[config.mk]
export PLATFORM = sky130hd
export DESIGN_NAME = fp_addsub_pipe
export DESIGN_NICKNAME = d
export VERILOG_FILES = /design/src/rtl/fp_addsub_pipe.sv
export SDC_FILE = /design/constraint.sdc
export NUM_CORES = 1
export LEC_CHECK = 0
export ABC_AREA = 1
export CORE_MARGIN = 8
export CORE_UTILIZATION = 45
export DETAILED_ROUTE_END_ITERATION = 8
export MAX_ROUTING_LAYER = met4
export PLACE_DENSITY_LB_ADDON = 0.15
export SLEW_MARGIN = 20
export SYNTH_ARGS = -nofsm -noshare
export SYNTH_HDL_FRONTEND = slang
export SYNTH_SLANG_ARGS = --single-unit
[constraint.sdc]
create_clock -name clk -period 3.3 [get_ports clk]
set_clock_uncertainty 0.05 [all_clocks]
set_input_delay 0.66 -clock clk [delete_from_list [all_inputs] [get_ports clk]]
set_output_delay 0.66 -clock clk [all_outputs]
set_load 0.1 [all_outputs]
[src/rtl/fp_addsub_pipe.sv]
// Pipelined FP add/sub, round toward zero, denormal inputs flushed to zero; one op per clock.
// Latency 5 clocks after the sampling edge (input register plus five stages); no backpressure, results leave in order.
module fp_addsub_pipe #(
    parameter int EXP_W = 8,
    parameter int MAN_W = 23
) (
    input  logic                 clk,
    input  logic                 rst_n,
    input  logic                 in_valid,
    input  logic                 op_sub,
    input  logic [EXP_W+MAN_W:0] a,
    input  logic [EXP_W+MAN_W:0] b,
    output logic                 out_valid,
    output logic [EXP_W+MAN_W:0] out_result,
    output logic [2:0]           out_flags
);
    localparam int W    = 1 + EXP_W + MAN_W;
    localparam int MW   = MAN_W + 4;
    localparam int SW   = MAN_W + 5;
    localparam int LZ_W = $clog2(MAN_W + 5);
    localparam int EXW  = EXP_W + 2;
    localparam logic [EXP_W-1:0] EMAX = EXP_W'((1 << EXP_W) - 1);
    localparam logic [EXP_W-1:0] EFIN = EXP_W'((1 << EXP_W) - 2);

    typedef struct packed {
        logic         op_sub;
        logic [W-1:0] a;
        logic [W-1:0] b;
    } in_t;

    typedef struct packed {
        logic             sl;
        logic [EXP_W-1:0] el;
        logic             spc;
        logic [W-1:0]     spc_res;
        logic [2:0]       spc_flg;
    } tag_t;

    typedef struct packed {
        tag_t             tag;
        logic             eff_sub;
        logic [EXP_W-1:0] d;
        logic [MAN_W:0]   ml;
        logic [MAN_W:0]   ms;
    } s1_t;

    typedef struct packed {
        tag_t          tag;
        logic          eff_sub;
        logic [MW-1:0] ml;
        logic [MW-1:0] ms;
    } s2_t;

    typedef struct packed {
        tag_t          tag;
        logic [SW-1:0] sum;
    } s3_t;

    typedef struct packed {
        tag_t            tag;
        logic [SW-1:0]   sum;
        logic [LZ_W-1:0] lzc;
    } s4_t;

    logic            in_vld_q, in_vld_d, s1_vld_q, s1_vld_d, s2_vld_q, s2_vld_d;
    logic            s3_vld_q, s3_vld_d, s4_vld_q, s4_vld_d, out_valid_q, out_valid_d;
    in_t             in_q, in_d;
    s1_t             s1_q, s1_d, s1_c;
    s2_t             s2_q, s2_d, s2_c;
    s3_t             s3_q, s3_d, s3_c;
    s4_t             s4_q, s4_d, s4_c;
    logic [W-1:0]    out_result_q, out_result_d, res_c;
    logic [2:0]      out_flags_q, out_flags_d, flg_c;

    logic             sa, sb, a_ge, a_zero, b_zero, a_inf, b_inf, a_nan, b_nan;
    logic [EXP_W-1:0] ea, eb;
    logic [MAN_W-1:0] fa, fb;
    logic [MW-1:0]    ms_x, ms_lost, man;
    logic [EXW-1:0]   en;
    logic             uf, ovf;

    // S1: unpack, order by magnitude, decode specials into a tag that overrides the datapath
    always_comb begin
        sa     = in_q.a[W-1];
        sb     = in_q.b[W-1] ^ in_q.op_sub;
        ea     = in_q.a[W-2 -: EXP_W];
        eb     = in_q.b[W-2 -: EXP_W];
        fa     = in_q.a[MAN_W-1:0];
        fb     = in_q.b[MAN_W-1:0];
        a_zero = (ea == '0);
        b_zero = (eb == '0);
        a_inf  = (ea == EMAX) && (fa == '0);
        b_inf  = (eb == EMAX) && (fb == '0);
        a_nan  = (ea == EMAX) && (fa != '0);
        b_nan  = (eb == EMAX) && (fb != '0);
        a_ge   = in_q.a[W-2:0] >= in_q.b[W-2:0];

        s1_c            = '0;
        s1_c.tag.sl     = a_ge ? sa : sb;
        s1_c.tag.el     = a_ge ? ea : eb;
        s1_c.ml         = a_ge ? {1'b1, fa} : {1'b1, fb};
        s1_c.ms         = a_ge ? {1'b1, fb} : {1'b1, fa};
        s1_c.d          = a_ge ? (ea - eb) : (eb - ea);
        s1_c.eff_sub    = sa ^ sb;
        s1_c.tag.spc    = 1'b1;
        if (a_nan || b_nan || (a_inf && b_inf && (sa != sb))) begin
            s1_c.tag.spc_res = {1'b0, EMAX, 1'b1, {(MAN_W-1){1'b0}}};
            s1_c.tag.spc_flg = 3'b100;
        end else if (a_inf) begin
            s1_c.tag.spc_res = {sa, EMAX, {MAN_W{1'b0}}};
        end else if (b_inf) begin
            s1_c.tag.spc_res = {sb, EMAX, {MAN_W{1'b0}}};
        end else if (a_zero && b_zero) begin
            s1_c.tag.spc_res = {sa & sb, {(W-1){1'b0}}};
        end else if (a_zero) begin
            s1_c.tag.spc_res = {sb, eb, fb};
        end else if (b_zero) begin
            s1_c.tag.spc_res = {sa, ea, fa};
        end else begin
            s1_c.tag.spc = 1'b0;
        end
    end

    // S2: align the smaller mantissa; every bit shifted past the sticky slot is ORed into it
    always_comb begin
        ms_x         = {s1_q.ms, 3'b000};
        ms_lost      = '0;
        s2_c         = '0;
        s2_c.tag     = s1_q.tag;
        s2_c.eff_sub = s1_q.eff_sub;
        s2_c.ml      = {s1_q.ml, 3'b000};
        if (int'(s1_q.d) >= MW) begin
            s2_c.ms = {{(MW-1){1'b0}}, |ms_x};
        end else begin
            ms_lost = ms_x & ~({MW{1'b1}} << s1_q.d);
            s2_c.ms = (ms_x >> s1_q.d) | {{(MW-1){1'b0}}, |ms_lost};
        end
    end

    // S3 add/subtract (L >= S so no negative result), S4 leading-zero count below the carry bit
    always_comb begin
        s3_c     = '0;
        s3_c.tag = s2_q.tag;
        s3_c.sum = s2_q.eff_sub ? ({1'b0, s2_q.ml} - {1'b0, s2_q.ms})
                                : ({1'b0, s2_q.ml} + {1'b0, s2_q.ms});
        s4_c     = '0;
        s4_c.tag = s3_q.tag;
        s4_c.sum = s3_q.sum;
        s4_c.lzc = LZ_W'(MW);
        for (int i = 0; i < MW; i++) begin
            if (s3_q.sum[i]) s4_c.lzc = LZ_W'(MW - 1 - i);
        end
    end

    // S5: normalise, truncate, then apply range limits and the special-case tag
    always_comb begin
        if (s4_q.sum[SW-1]) begin
            man    = s4_q.sum[SW-1:1];
            man[0] = s4_q.sum[1] | s4_q.sum[0];
            en     = EXW'(s4_q.tag.el) + EXW'(1);
        end else begin
            man = s4_q.sum[MW-1:0] << s4_q.lzc;
            en  = EXW'(s4_q.tag.el) - EXW'(s4_q.lzc);
        end
        uf    = en[EXW-1] || (en == '0);
        ovf   = !uf && (en >= EXW'(EMAX));
        res_c = {s4_q.tag.sl, en[EXP_W-1:0], man[MW-2:3]};
        flg_c = 3'b000;
        if (s4_q.tag.spc) begin
            res_c = s4_q.tag.spc_res;
            flg_c = s4_q.tag.spc_flg;
        end else if (s4_q.sum == '0) begin
            res_c = '0;
        end else if (uf) begin
            res_c = {s4_q.tag.sl, {(W-1){1'b0}}};
            flg_c = 3'b001;
        end else if (ovf) begin
            res_c = {s4_q.tag.sl, EFIN, {MAN_W{1'b1}}};
            flg_c = 3'b010;
        end
    end

    always_comb begin
        in_vld_d     = in_valid;
        in_d         = in_valid ? {op_sub, a, b} : in_q;
        s1_vld_d     = in_vld_q;
        s1_d         = in_vld_q ? s1_c : s1_q;
        s2_vld_d     = s1_vld_q;
        s2_d         = s1_vld_q ? s2_c : s2_q;
        s3_vld_d     = s2_vld_q;
        s3_d         = s2_vld_q ? s3_c : s3_q;
        s4_vld_d     = s3_vld_q;
        s4_d         = s3_vld_q ? s4_c : s4_q;
        out_valid_d  = s4_vld_q;
        out_result_d = s4_vld_q ? res_c : out_result_q;
        out_flags_d  = s4_vld_q ? flg_c : out_flags_q;
    end

    always_ff @(posedge clk or negedge rst_n) begin
        if (!rst_n) begin
            in_vld_q     <= 1'b0;
            s1_vld_q     <= 1'b0;
            s2_vld_q     <= 1'b0;
            s3_vld_q     <= 1'b0;
            s4_vld_q     <= 1'b0;
            out_valid_q  <= 1'b0;
            in_q         <= '0;
            s1_q         <= '0;
            s2_q         <= '0;
            s3_q         <= '0;
            s4_q         <= '0;
            out_result_q <= '0;
            out_flags_q  <= '0;
        end else begin
            in_vld_q     <= in_vld_d;
            s1_vld_q     <= s1_vld_d;
            s2_vld_q     <= s2_vld_d;
            s3_vld_q     <= s3_vld_d;
            s4_vld_q     <= s4_vld_d;
            out_valid_q  <= out_valid_d;
            in_q         <= in_d;
            s1_q         <= s1_d;
            s2_q         <= s2_d;
            s3_q         <= s3_d;
            s4_q         <= s4_d;
            out_result_q <= out_result_d;
            out_flags_q  <= out_flags_d;
        end
    end

    assign out_valid  = out_valid_q;
    assign out_result = out_result_q;
    assign out_flags  = out_flags_q;

endmodule

# Yosys cells after proc, flatten, opt, wreduce, memory -nomap -nowiden
# Cells that the tools add are included.
[op_classes] addsub=6 order_cmp=3 n_eq_ne=3 n_shift=3 mux=57 bitwise_logic=7 reduce_logical=22
[op_table] op="$mux W32" count=8
[op_table] op="$mux W5" count=26
[op_table] op="$mux W31" count=2
[op_table] op="$logic_not A23 Y1" count=2
[op_table] op="$mux W23" count=2
[op_table] op="$reduce_bool A23 Y1" count=2
[op_table] op="$ge A31 B31 Y1" count=1
[op_table] op="$add A27 B27 Y28" count=1
[op_table] op="$logic_not A28 Y1" count=1
[op_table] op="$mux W28" count=1
[op_table] op="$sub A27 B27 Y28" count=1
[op_table] op="$and A27 B27 Y27" count=1
[op_table] op="$mux W27" count=1
[op_table] op="$not A27 Y27" count=1
[op_table] op="$or A27 B1 Y27" count=1
[op_table] op="$reduce_or A27 Y1" count=1
[op_table] op="$shl A27 B5 Y26" count=1
[op_table] op="$shl A27 B8 Y27 const A" count=1
[op_table] op="$shr A27 B8 Y27" count=1
[op_table] op="$mux W26" count=1
[op_table] op="$reduce_or A24 Y1" count=1
[op_table] op="$eq A8 B8 Y1 const B" count=2
[op_table] op="$logic_not A8 Y1" count=2
[op_table] op="$mux W8" count=2
[op_table] op="other kinds (17)" count=38
[word_totals] register_bits=456 inputBits=68 out_inout_bits=36 word_cells=142

# Logic depth before layout (Yosys ltp)
[logic_depth] ltp_word=27 mapped_depth=28 depth_no_buf=28

# Worst setup path before layout
# OpenSTA, ideal clock, no wires.
[synth_path] path_type="reg2reg" startpoint="register s4_q[1] (netlist bit)" endpoint="register out_result_q[30], in the netlist out_result[30]" setup_time_ns=0.132 t_arrival_ns=2.846 required_time_ns=3.118 setup_slack_ns=0.272 stages_incl_launch_ff=21 path_buffers=3 period_less_slack_ns=3.028 cell_sequence="dfrtp_1 buf_2 clkinv_1 clkbuf_1 fa_1 a21oi_1 o21ai_1 nand2_1 nand3_1 o21ai_2 xor2_2 inv_2 nor2_1 nand3_1 nand2_2 inv_2 nand2_8 buf_6 nand2_1 a22oi_1 o21ai_1"
[synth_via] elab_chain_len=10 word_cells_on_any_way=11 cone_classes="add/sub (1); order compare (1); mux (5); reduce/logical (4)"
[synth_rtl] item="start: declaration" line="71" text="s4_t s4_q, s4_d, s4_c;"
[synth_rtl] item="start signal: assignment" line="211" text="s4_q <= '0;"
[synth_rtl] item="start signal: assignment" line="225" text="s4_q <= s4_d;"
[synth_rtl] item="$sub A8 B5 Y9 (*)" line="163" text="en = EXW'(s4_q.tag.el) - EXW'(s4_q.lzc);"
[synth_rtl] item="$mux W10 (*)" line="157" text="if (s4_q.sum[SW-1]) begin"
[synth_rtl] item="branches (longest 5 deep; another with $ge A10 B8 Y1)"
[synth_rtl] item="$mux W31 (*)" line="174" text="end else if (uf) begin"
[synth_rtl] item="$mux W32 (*)" line="172" text="end else if (s4_q.sum == '0) begin"
[synth_rtl] item="$mux W32 (*)" line="169" text="if (s4_q.tag.spc) begin"
[synth_rtl] item="end signal: assignment" line="226" text="out_result_q <= out_result_d;"
[synth_rtl] item="end: declaration" line="72" text="logic [W-1:0] out_result_q, out_result_d, res_c;"
# Mark *: on every way between the ends.
# A chain may end at the register's enable or synchronous reset.

# Final worst setup path
[layout_path] startpoint="register in_q, in the netlist fb[2]" endpoint="register s1_q[52] (netlist bit)"
[layout_via] elab_chain_len=2
[layout_rtl] item="start: declaration" line="67" text="in_t in_q, in_d;"
[layout_rtl] item="start signal: assignment" line="221" text="in_q <= in_d;"
[layout_rtl] item="$ge A31 B31 Y1" line="96" text="a_ge = in_q.a[W-2:0] >= in_q.b[W-2:0];"
[layout_rtl] item="$mux W8" line="103" text="s1_c.d = a_ge ? (ea - eb) : (eb - ea);"
[layout_rtl] item="end signal: assignment" line="208" text="s1_q <= '0;"
[layout_rtl] item="end signal: assignment" line="222" text="s1_q <= s1_d;"
[layout_rtl] item="end: declaration" line="68" text="s1_t s1_q, s1_d, s1_c;"
# Every way passes these cells.

==> impl_summary.log <==
[metrics] Top Ports: 104
[metrics] TritonCTS clock tree: built
[metrics] final antenna-violating net count: 0
[metrics] DRT Wirelength: 78700 um
[metrics] hold buffer count at CTS: 0
[metrics] Clk Latency, worst-skew pair: 0.62 ns
[metrics] Hold Crit Class: in -> async
[metrics] number of diodes: 0
[metrics] library cell used as clock root buffer: sky130_fd_sc_hd__clkbuf_16
[metrics] total of max-cap violations: 0
[metrics] cell taking the most area after synthesis: sky130_fd_sc_hd__dfrtp_1
[metrics] Worst-path clk slew: 0.06 ns
[metrics] Net count, final: 3377
[metrics] worst hold margin: 0.0163 ns
[metrics] number of buffers added for setup after CTS: 0
[metrics] number of H-tree levels: 2
[metrics] final cycle utilization of the critical path: 92.0%
[metrics] fraction of the yosys area taken by sequential cells: 45.2%
[metrics] vertical die dimension: 250 um
[metrics] average instance area after synthesis: 7.80 um2
[metrics] top flip-flop cell by instance count after synthesis: sky130_fd_sc_hd__dfrtp_1
[metrics] power per unit of standard cell area: 755 nW/um2
[metrics] total grt overflow: 0
[metrics] synthesized flop and latch total: 447
[metrics] net count of the mapped netlist: 3336
[metrics] Vias/cell: 5.52
[metrics] global-route wire length before repair: 123000 um
[metrics] Setup WS post-layout: 0.266 ns
[metrics] Max rail drop VDD: 0.775 mV
[metrics] element type at the critical path end: flop
[metrics] class of the most critical setup path: reg -> reg
[metrics] die footprint: 62700 um2
[metrics] number of pins with negative max-slew slack in the final report: 0
[metrics] DRT iter0 DRCs: 2067
[metrics] worst slew margin relative to its limit: 41.0%
[metrics] final critical-path required period: 3.03 ns
[metrics] cell with the most instances after synthesis: sky130_fd_sc_hd__nand2_1
[metrics] routability congestion estimate from global placement: 0.934
[metrics] Worst Setup Slack post-DPL: 0.330 ns
[metrics] Final Hold Viols: 0
[metrics] number of I/O port buffers: 103
[metrics] cells after synthesis: 3170
[metrics] Std-Cell Rows: 86
[metrics] number of CTS-inserted buffers: 50
[metrics] clock sink total: 447
[metrics] average wire per cell in the routed design: 19.9 um
[metrics] share of synthesized flip-flops with an asynchronous set or reset: 100%
[metrics] x dimension of the die: 250 um
[metrics] aggregate global-route resource usage: 25.3%
[metrics] total via count after detailed routing: 21800
[metrics] Synth top cells by count: sky130_fd_sc_hd__nand2_1 (789), sky130_fd_sc_hd__o21ai_0 (495), sky130_fd_sc_hd__dfrtp_1 (447)
[metrics] count of flip-flops with a built-in enable after synthesis: 0
[metrics] final setup violating endpoints: 0
[metrics] core utilization of the finished layout: 51.6%
[metrics] area share of the largest cell type after synthesis: 45.2%
[metrics] signed area change from the synthesized netlist to the final layout: 14.0%
[metrics] top post-synthesis cells by area: sky130_fd_sc_hd__dfrtp_1 (45%), sky130_fd_sc_hd__nand2_1 (12%), sky130_fd_sc_hd__o21ai_0 (10%)
[metrics] number of distinct library cells after synthesis: 68
[metrics] cell area after synthesis: 24700 um2
[metrics] layout cell share with drive strength beyond 1: 7.79%
[metrics] crit path launch type: flop
[metrics] Detailed Routing Iterations Pass 1: 6
[metrics] largest net degree at the start of global routing: 98
[metrics] clk buf depth: 3
[metrics] Resize count post-CTS: 0
[metrics] leakage power of the design: 0.0134 uW
[metrics] highest achievable clock rate: 330 MHz
[metrics] HPWL after detailed placement: 59400 um
[metrics] required time reported for the critical path endpoint: 3.70 ns
[metrics] outcome: finished, final reports clean
[metrics] transition time of the tightest slew-check pin: 0.885 ns
[metrics] area of the core region: 54700 um2
[metrics] crit-path max FO: 28
[metrics] total number of yosys warnings: 0
[metrics] vias in the first global route: 21200
[metrics] setup repair after global routing missed its margin: no
[metrics] number of antenna violations at the first check in global routing: 0
[metrics] worst setup slack for register-to-register paths: 0.27 ns
[metrics] fill cell total of the finished layout: 5363
[metrics] number of remaining DRC errors: 0
[metrics] arrival time of the worst setup path: 3.44 ns
[metrics] initial core utilization: 45.2%
[metrics] Total Neg Setup Slack: 0 ns
[metal layers]
metal,vias up,share of wire (%),wire [um],global-route usage (%)
li1,10600,-,-,-
met1,10400,47,36700,34.9
met2,643,45,35800,38.7
met3,118,4.9,3870,3.05
met4,0,3.0,2370,7.95
met5,-,0,0,-
[cell usage in the layout, fill, tap and decap left out, types with 50 or more instances in the layout]
cell type,synthesis,layout
sky130_fd_sc_hd__o21ai_0,495,495
sky130_fd_sc_hd__inv_1,338,338
sky130_fd_sc_hd__nand2_1,789,789
sky130_fd_sc_hd__ha_1,94,94
sky130_fd_sc_hd__buf_4,3,99
sky130_fd_sc_hd__nor2_1,149,149
sky130_fd_sc_hd__a21oi_1,204,204
sky130_fd_sc_hd__o22ai_1,54,54
sky130_fd_sc_hd__clkdlybuf4s50_1,0,65
sky130_fd_sc_hd__nand3_1,70,69
sky130_fd_sc_hd__dfrtp_1,447,444
sky130_fd_sc_hd__clkbuf_16,0,50
[cells by family after synthesis]
kind of cell	Yosys count	synth area share, %
adder cells (fa/ha/maj)	98	5.08
AND/OR/NAND/NOR	1092	17.8
AO/OA/AOI/OAI	939	21.3
buffers and inverters	539	8.46
XOR/XNOR	34	1.23
flip-flops	447	45.2
multiplexers	21	0.860
[through the flow]
stage | instances | cell area, um2 | total power, uW
floorplan | 3170 | 24700 | 12800
global placement | 3863 | 26500 | 15400
detailed placement | 3863 | 26500 | 15500
CTS | 3953 | 28200 | 21400
global route | 3953 | 28200 | 22500
finish | 3953 | 28200 | 21300
[worst paths after layout]
| path | from | to | depth (start not counted) |
|---|---|---|---|
| worst max-delay path | fb[2] | s1_q[52] | 16 |
| worst min-delay path | rst_n | s4_q[7] | 1 |
| worst max register to register | fb[2] | s1_q[52] | 16 |
| worst min register to register | s2_q[79] | s2_q[79] | 2 |
| max in group asynchronous | rst_n | fa[11] | 2 |
| min in group clk | s2_q[79] | s2_q[79] | 2 |
[registers in the layout (all words and copies together), names as in the netlist, 3 cells and up]
signal and count:
fa 23, out_result 32, fb 23, eb 8, ea 8, in_q 3
s1_q 76, s4_q 76, s3_q 71, ms_x 23, s2_q 95, out_flags 3
[final cells by class]
class                      count  area, um2  area share, %
inverter                     353       1330           4.71
clock inverter                26        357           1.27
clock buffer                  64       1360           4.84
tap                          704        881           3.13
sequential                   447      11200           39.7
timing repair buffer         175       1610           5.71
multi-input combinational   2184      11500           40.7
[power by group]
group	total, uW	internal (uW)	switching [uW]
sequential	7170	6410	763
combinational	8310	2400	5910
clock	5800	3420	2390
total	21300	12200	9060
[critical path, cell delays in order (launching register included)]
cell,delay [ns]
sky130_fd_sc_hd__dfrtp_1,0.34
sky130_fd_sc_hd__inv_1,0.11
sky130_fd_sc_hd__ha_1,0.32
sky130_fd_sc_hd__nand2_1,0.09
sky130_fd_sc_hd__o21ai_0,0.21
sky130_fd_sc_hd__a21oi_1,0.10
sky130_fd_sc_hd__o21ai_0,0.16
sky130_fd_sc_hd__a21oi_1,0.09
sky130_fd_sc_hd__o31ai_1,0.25
sky130_fd_sc_hd__nand3_1,0.17
sky130_fd_sc_hd__nand3_4,0.17
sky130_fd_sc_hd__buf_4,0.31
sky130_fd_sc_hd__inv_1,0.15
sky130_fd_sc_hd__nand2_1,0.10
sky130_fd_sc_hd__nand3b_1,0.09
sky130_fd_sc_hd__nand3_1,0.09
sky130_fd_sc_hd__o21ai_0,0.09
No activity file was read; power rests on OpenSTA's default activity.
